## src/rtl/buff_pkg.sv

```systemverilog
// Definitions shared by the CPU-side byte buffers (buffin/buffout):
// FSM state encodings, default address width and byte-phase constants.
package buff_pkg;

    localparam int ADDR_W_DEF = 6;

    localparam logic [1:0] EMPTY  = 2'd0;
    localparam logic [1:0] ACTIVE = 2'd1;
    localparam logic [1:0] DRAIN  = 2'd2;
    localparam logic [1:0] DONE   = 2'd3;

    localparam logic BYTE_HI = 1'b0;
    localparam logic BYTE_LO = 1'b1;

    // Pick the byte of a 16-bit word addressed by the current byte phase.
    function automatic logic [7:0] sel_byte(input logic [15:0] word, input logic ph);
        return (ph == BYTE_LO) ? word[7:0] : word[15:8];
    endfunction

endpackage

```

## src/rtl/buffout_mem.sv

```systemverilog
// Word store for buffout: synchronous write port, asynchronous read port.
// Contents are deliberately left unreset.
module buffout_mem #(
    parameter int ADDR_W = 6,
    parameter int DW     = 16
) (
    input  logic              clk,
    input  logic              we,
    input  logic [ADDR_W-1:0] waddr,
    input  logic [DW-1:0]     wdata,
    input  logic [ADDR_W-1:0] raddr,
    output logic [DW-1:0]     rdata
);

    localparam int DEPTH = 2 ** ADDR_W;

    logic [DW-1:0] mem [DEPTH];

    always_ff @(posedge clk) begin
        if (we) begin
            mem[waddr] <= wdata;
        end
    end

    assign rdata = mem[raddr];

endmodule

```

## src/rtl/buffout.sv

```systemverilog
// Output-side result buffer: 16-bit CPU words in, bytes out (hi first),
// with end-of-program tracking so the consumer can tell when it has drained all results.
module buffout
    import buff_pkg::*;
#(
    parameter int ADDR_W = ADDR_W_DEF,
    parameter int DW     = 16
) (
    input  logic            clk,
    input  logic            clr,
    input  logic [DW-1:0]   wdata,
    input  logic            wre,
    input  logic            endf,
    input  logic            rd,
    output logic [7:0]      q,
    output logic            valid,
    output logic            full,
    output logic [ADDR_W:0] count,
    output logic            phase,
    output logic            done,
    output logic            ovf
);

    localparam int              DEPTH   = 2 ** ADDR_W;
    localparam logic [ADDR_W:0] DEPTH_C = (ADDR_W + 1)'(DEPTH);
    localparam logic [ADDR_W:0] ONE_C   = (ADDR_W + 1)'(1);

    logic [ADDR_W-1:0] wp_q, wp_d;
    logic [ADDR_W-1:0] rp_q, rp_d;
    logic [ADDR_W:0]   count_q, count_d;
    logic              phase_q, phase_d;
    logic [1:0]        state_q, state_d;
    logic              done_q, done_d;
    logic              ovf_q, ovf_d;

    logic              full_w, valid_w;
    logic              wr_acc, rd_act, word_done, last_out;
    logic [DW-1:0]     head_word;

    assign full_w  = (count_q == DEPTH_C);
    assign valid_w = (count_q != '0);

    // Fullness is judged on the registered count, so a slot freed this cycle
    // cannot absorb a same-cycle write.
    assign wr_acc    = wre && !full_w;
    assign rd_act    = rd && valid_w;
    assign word_done = rd_act && (phase_q == BYTE_LO);
    assign last_out  = word_done && !wr_acc && (count_q == ONE_C);

    buffout_mem #(
        .ADDR_W (ADDR_W),
        .DW     (DW)
    ) u_mem (
        .clk    (clk),
        .we     (wr_acc),
        .waddr  (wp_q),
        .wdata  (wdata),
        .raddr  (rp_q),
        .rdata  (head_word)
    );

    always_comb begin
        wp_d    = wp_q;
        rp_d    = rp_q;
        count_d = count_q;
        phase_d = phase_q;
        ovf_d   = ovf_q || (wre && full_w);

        if (wr_acc) begin
            wp_d = wp_q + ADDR_W'(1);
        end

        if (rd_act) begin
            if (phase_q == BYTE_HI) begin
                phase_d = BYTE_LO;
            end else begin
                phase_d = BYTE_HI;
                rp_d    = rp_q + ADDR_W'(1);
            end
        end

        case ({wr_acc, word_done})
            2'b10:   count_d = count_q + ONE_C;
            2'b01:   count_d = count_q - ONE_C;
            default: count_d = count_q;
        endcase
    end

    always_comb begin
        state_d = state_q;
        case (state_q)
            EMPTY: begin
                if (wr_acc) begin
                    state_d = endf ? DRAIN : ACTIVE;
                end else if (endf) begin
                    state_d = DONE;
                end
            end
            ACTIVE: begin
                if (last_out) begin
                    state_d = endf ? DONE : EMPTY;
                end else if (endf) begin
                    state_d = DRAIN;
                end
            end
            DRAIN: begin
                if (last_out) begin
                    state_d = DONE;
                end
            end
            DONE: begin
                // endf held high is ignored here; only a new result restarts the run.
                if (wr_acc) begin
                    state_d = ACTIVE;
                end
            end
            default: state_d = EMPTY;
        endcase
        done_d = (state_d == DONE);
    end

    always_ff @(posedge clk or negedge clr) begin
        if (!clr) begin
            wp_q    <= '0;
            rp_q    <= '0;
            count_q <= '0;
            phase_q <= BYTE_HI;
            state_q <= EMPTY;
            done_q  <= 1'b0;
            ovf_q   <= 1'b0;
        end else begin
            wp_q    <= wp_d;
            rp_q    <= rp_d;
            count_q <= count_d;
            phase_q <= phase_d;
            state_q <= state_d;
            done_q  <= done_d;
            ovf_q   <= ovf_d;
        end
    end

    assign q     = sel_byte(head_word, phase_q);
    assign valid = valid_w;
    assign full  = full_w;
    assign count = count_q;
    assign phase = phase_q;
    assign done  = done_q;
    assign ovf   = ovf_q;

endmodule
```

## config.mk

```make
export PLATFORM = sky130hd
export DESIGN_NAME = buffout
export DESIGN_NICKNAME = d
export VERILOG_FILES = /design/src/rtl/buff_pkg.sv /design/src/rtl/buffout_mem.sv /design/src/rtl/buffout.sv
export SDC_FILE = /design/constraint.sdc
export NUM_CORES = 1
export LEC_CHECK = 0
export BUFFER_PORTS_ARGS = -buffer_cell sky130_fd_sc_hd__buf_2
export CORE_AREA = 2 2 289 291
export CTS_CLUSTER_DIAMETER = 60
export DETAILED_ROUTE_END_ITERATION = 16
export DIE_AREA = 0 0 291 293
export GPL_TIMING_DRIVEN = 0
export HOLD_SLACK_MARGIN = 0.12
export PLACE_DENSITY = 0.71
export SLEW_MARGIN = 5
export SYNTH_ARGS = -nofsm -noshare
export SYNTH_HDL_FRONTEND = slang
export SYNTH_SLANG_ARGS = --single-unit
```

## constraint.sdc

```tcl
create_clock -name clk -period 8.4 [get_ports clk]
set_input_delay 1.26 -clock clk [delete_from_list [all_inputs] [get_ports clk]]
set_output_delay 1.26 -clock clk [all_outputs]
set_load 0.03 [all_outputs]
```

==> impl_metrics.ini <==
[run_status]
outcome = completed

[cells_and_area]
area_delta_synth_final_pct = 14.7
final_cells = 3338
drive_gt1_frac = 0.241
nNetsFinal = 2211
fin_area_sq_um = 46600
n_fill_cell = 5848
diodes = 0

[clock_tree]
post_cts_resized = 0
insertion_delay_ns = 0.68
cts_sinks = 1048
cts-buffers-inserted = 102
holdBufCountCts = 0
h-tree-depth = 3
clkTransAtPathRegs_ns = 0.07
clockRootBuffer = clkbuf_16
tritoncts = done
post_cts_buffers = 0
cts_buffer_depth = 3

[floorplanning]
dieArea_sq_um = 85300
initial_core_util = 0.497
die_y_microns = 293
rows = 105
ioPinCount = 41
die_w_microns = 291
coreArea_sq_um = 81800

[synth]
netlist-cell-type-count = 44
avgSynthCellArea_sq_um = 20.5
synthArstFlopShare = 0.0229
ys_top_cells_by_area = edfxtp_1 (76%), mux4_2 (10%), mux2i_1 (4.2%), dfrtp_1 (1.5%), nor2_1 (0.73%)
synth_top_area_share = 0.757
synthCells = 1986
synth_largest_area_cell = edfxtp_1
yosysSeqAreaShare = 0.771
yosysWarnings = 0
synth_edf_count = 1024
synth-main-ff-cell = edfxtp_1
synthesis.nets = 2013
synth_seq_cells = 1048
synth_area_sq_um = 40600

[setup_path]
crit_fanout = 10
r2r_slack_ns = 4.33
endpoint = q[7]
r2r.worst_path.cells = 9
required_ns = 7.14
cp.arrival_ns = 4.53
crit_path_end_kind = output port
worstSetupStartpointType = register
cp-startpoint = rp_q[0]$_DFFE_PN0P_
r2r_start = count[0]$_DFFE_PN0P_
r2r-end = u_mem.mem[10][1]$_DFFE_PP_
path_class = register to output port

[drt]
dr_total_vias = 21385
route.detailed.drc = 0
dr.pass1.iters = 6
wl_per_cell_microns = 31.1
drt-initial-drc-count = 3028
antenna_left = 0
routed_wl_mm = 104
viasPerCell = 6.41

[global_route]
grt.total_usage = 0.244
grt-ovfl-total = 0
grt_pass1_wl_mm = 149
antenna_found_initial = 3
grt_pass1_vias = 20767
grt_max_degree = 65

[sta]
clock_skew_ns = 0.0341
slew_headroom = 0.0993
fin_tns_setup_ns = 0
rsz0062_at_grt = false
min_period_ns = 5.79
setup_violations = 0
period_share = 0.689
fmax_mhz = 173
hold_viol_final = 0
worst_slew_pin_slew_ns = 1.35
slew_violations = 0

[placement]
dp_cells = 3148
hpwl_mm = 66.6
port_buffers = 40
place_area_sq_um = 43100
gp_congestion = 0.895

[power]
powerDensity_nw_per_um2 = 336
leakagePower_nw = 15.0
peakVddDrop_uv = 305

[flow_run]
drv_cap = 0

[hold_path]
hold_path_class = register to register
-- worst max-delay path, stage by stage (launching register included) --
cell,delay (ns)
dfrtp_1,0.38
buf_6,0.12
buf_2,0.31
buf_4,0.37
buf_4,0.31
mux2i_1,0.23
o221ai_1,0.25
a21oi_1,0.77
o21ai_0,0.20
nand3_1,0.32
nand4_1,0.26
buf_2,0.26
-- power breakdown --
part / switching [W] / total (W) / internal (W)
sequential: 0.0000838 / 0.00606 / 0.00597
clock: 0.00194 / 0.00472 / 0.00277
combinational: 0.00315 / 0.00489 / 0.00174
total: 0.00517 / 0.0157 / 0.0105
-- cells by family (layout without fill, tap and decap cells) --
logic type / after synthesis / after routing / synth area share
buffers and inverters: 121 / 403 / 0.0161
XOR/XNOR: 19 / 19 / 0.00409
multiplexers: 360 / 360 / 0.146
flip-flops: 1048 / 1048 / 0.771
AND/OR/NAND/NOR: 218 / 218 / 0.0237
AO/OA/AOI/OAI: 214 / 214 / 0.0365
adder cells (fa/ha/maj): 6 / 6 / 0.00185
-- worst min-delay path by stage --
stage,startpoint,to,slack [ns],cells after the start
global route,ovf$_DFF_PN0_,ovf$_DFF_PN0_,0.48,1
detailed placement,ovf$_DFF_PN0_,ovf$_DFF_PN0_,0.44,1
finish,ovf$_DFF_PN0_,ovf$_DFF_PN0_,0.46,1
CTS,ovf$_DFF_PN0_,ovf$_DFF_PN0_,0.46,1
global placement,ovf$_DFF_PN0_,ovf$_DFF_PN0_,0.43,1
floorplan,state_q[0]$_DFF_PN0_,state_q[1]$_DFF_PN0_,0.48,1
-- final cells by class --
cell class,count,area (sq um),share of cell area
multi-input combinational,817,8790,0.189
clock inverter,64,738,0.0158
clock buffer,124,2700,0.0579
sequential,1048,31400,0.673
inverter,6,22.5,0.000483
timing repair buffer,94,1030,0.0220
buffer,115,632,0.0136
tap,1070,1340,0.0287
-- cells in the final DEF (no fill, tap or decap), drive strengths merged, types with 7 or more instances in the layout --
cell type / instances
edfxtp: 1024
mux4: 187
clkbuf: 181
mux2i: 170
buf: 152
nor2: 79
nand2: 70
a21oi: 39
o21ai: 38
clkinv: 37
nand3: 36
o221ai: 32
o22ai: 31
a211oi: 31
a32oi: 28
dfrtp: 24
bufinv: 16
xnor2: 13
nand4: 11
inv: 11
a221oi: 9
nand3b: 7
-- sequential cells by signal (all words and copies together), names as in the netlist --
name / flops
u_mem.mem: 1024
ovf: 1
state_q: 2
rp_q: 6
phase: 1
wp_q: 6
count: 7
done: 1
-- metal layers --
layer,track usage,vias to the layer above,part of all wire
met5,0,-,0
met1,0.353,11154,0.39
met2,0.378,1380,0.47
met3,0.0421,192,0.11
met4,0.0917,0,0.038
li1,-,8659,-
-- per-stage QoR --
stage / setup WS (ns) / hold slack [ns] / power [W] / utilization
2_1_floorplan: 4.92 / 0.482 / 0.00915 / -
3_3_place_gp: 3.39 / 0.433 / 0.0108 / 0.515
3_5_place_dp: 3.36 / 0.443 / 0.0110 / 0.527
4_1_cts: 2.65 / 0.457 / 0.0156 / 0.569
5_1_grt: 2.42 / 0.485 / 0.0161 / 0.569
6_report: 2.61 / 0.459 / 0.0157 / 0.569
-- cells in the mapped netlist, drive strengths merged, types with 32 or more instances --
cell	n
clkbuf	57
nor2	79
a21oi	39
o221ai	32
buf	58
nand2	70
mux4	187
mux2i	170
edfxtp	1024
o21ai	38
nand3	36
No activity file was read; power rests on OpenSTA's default activity.
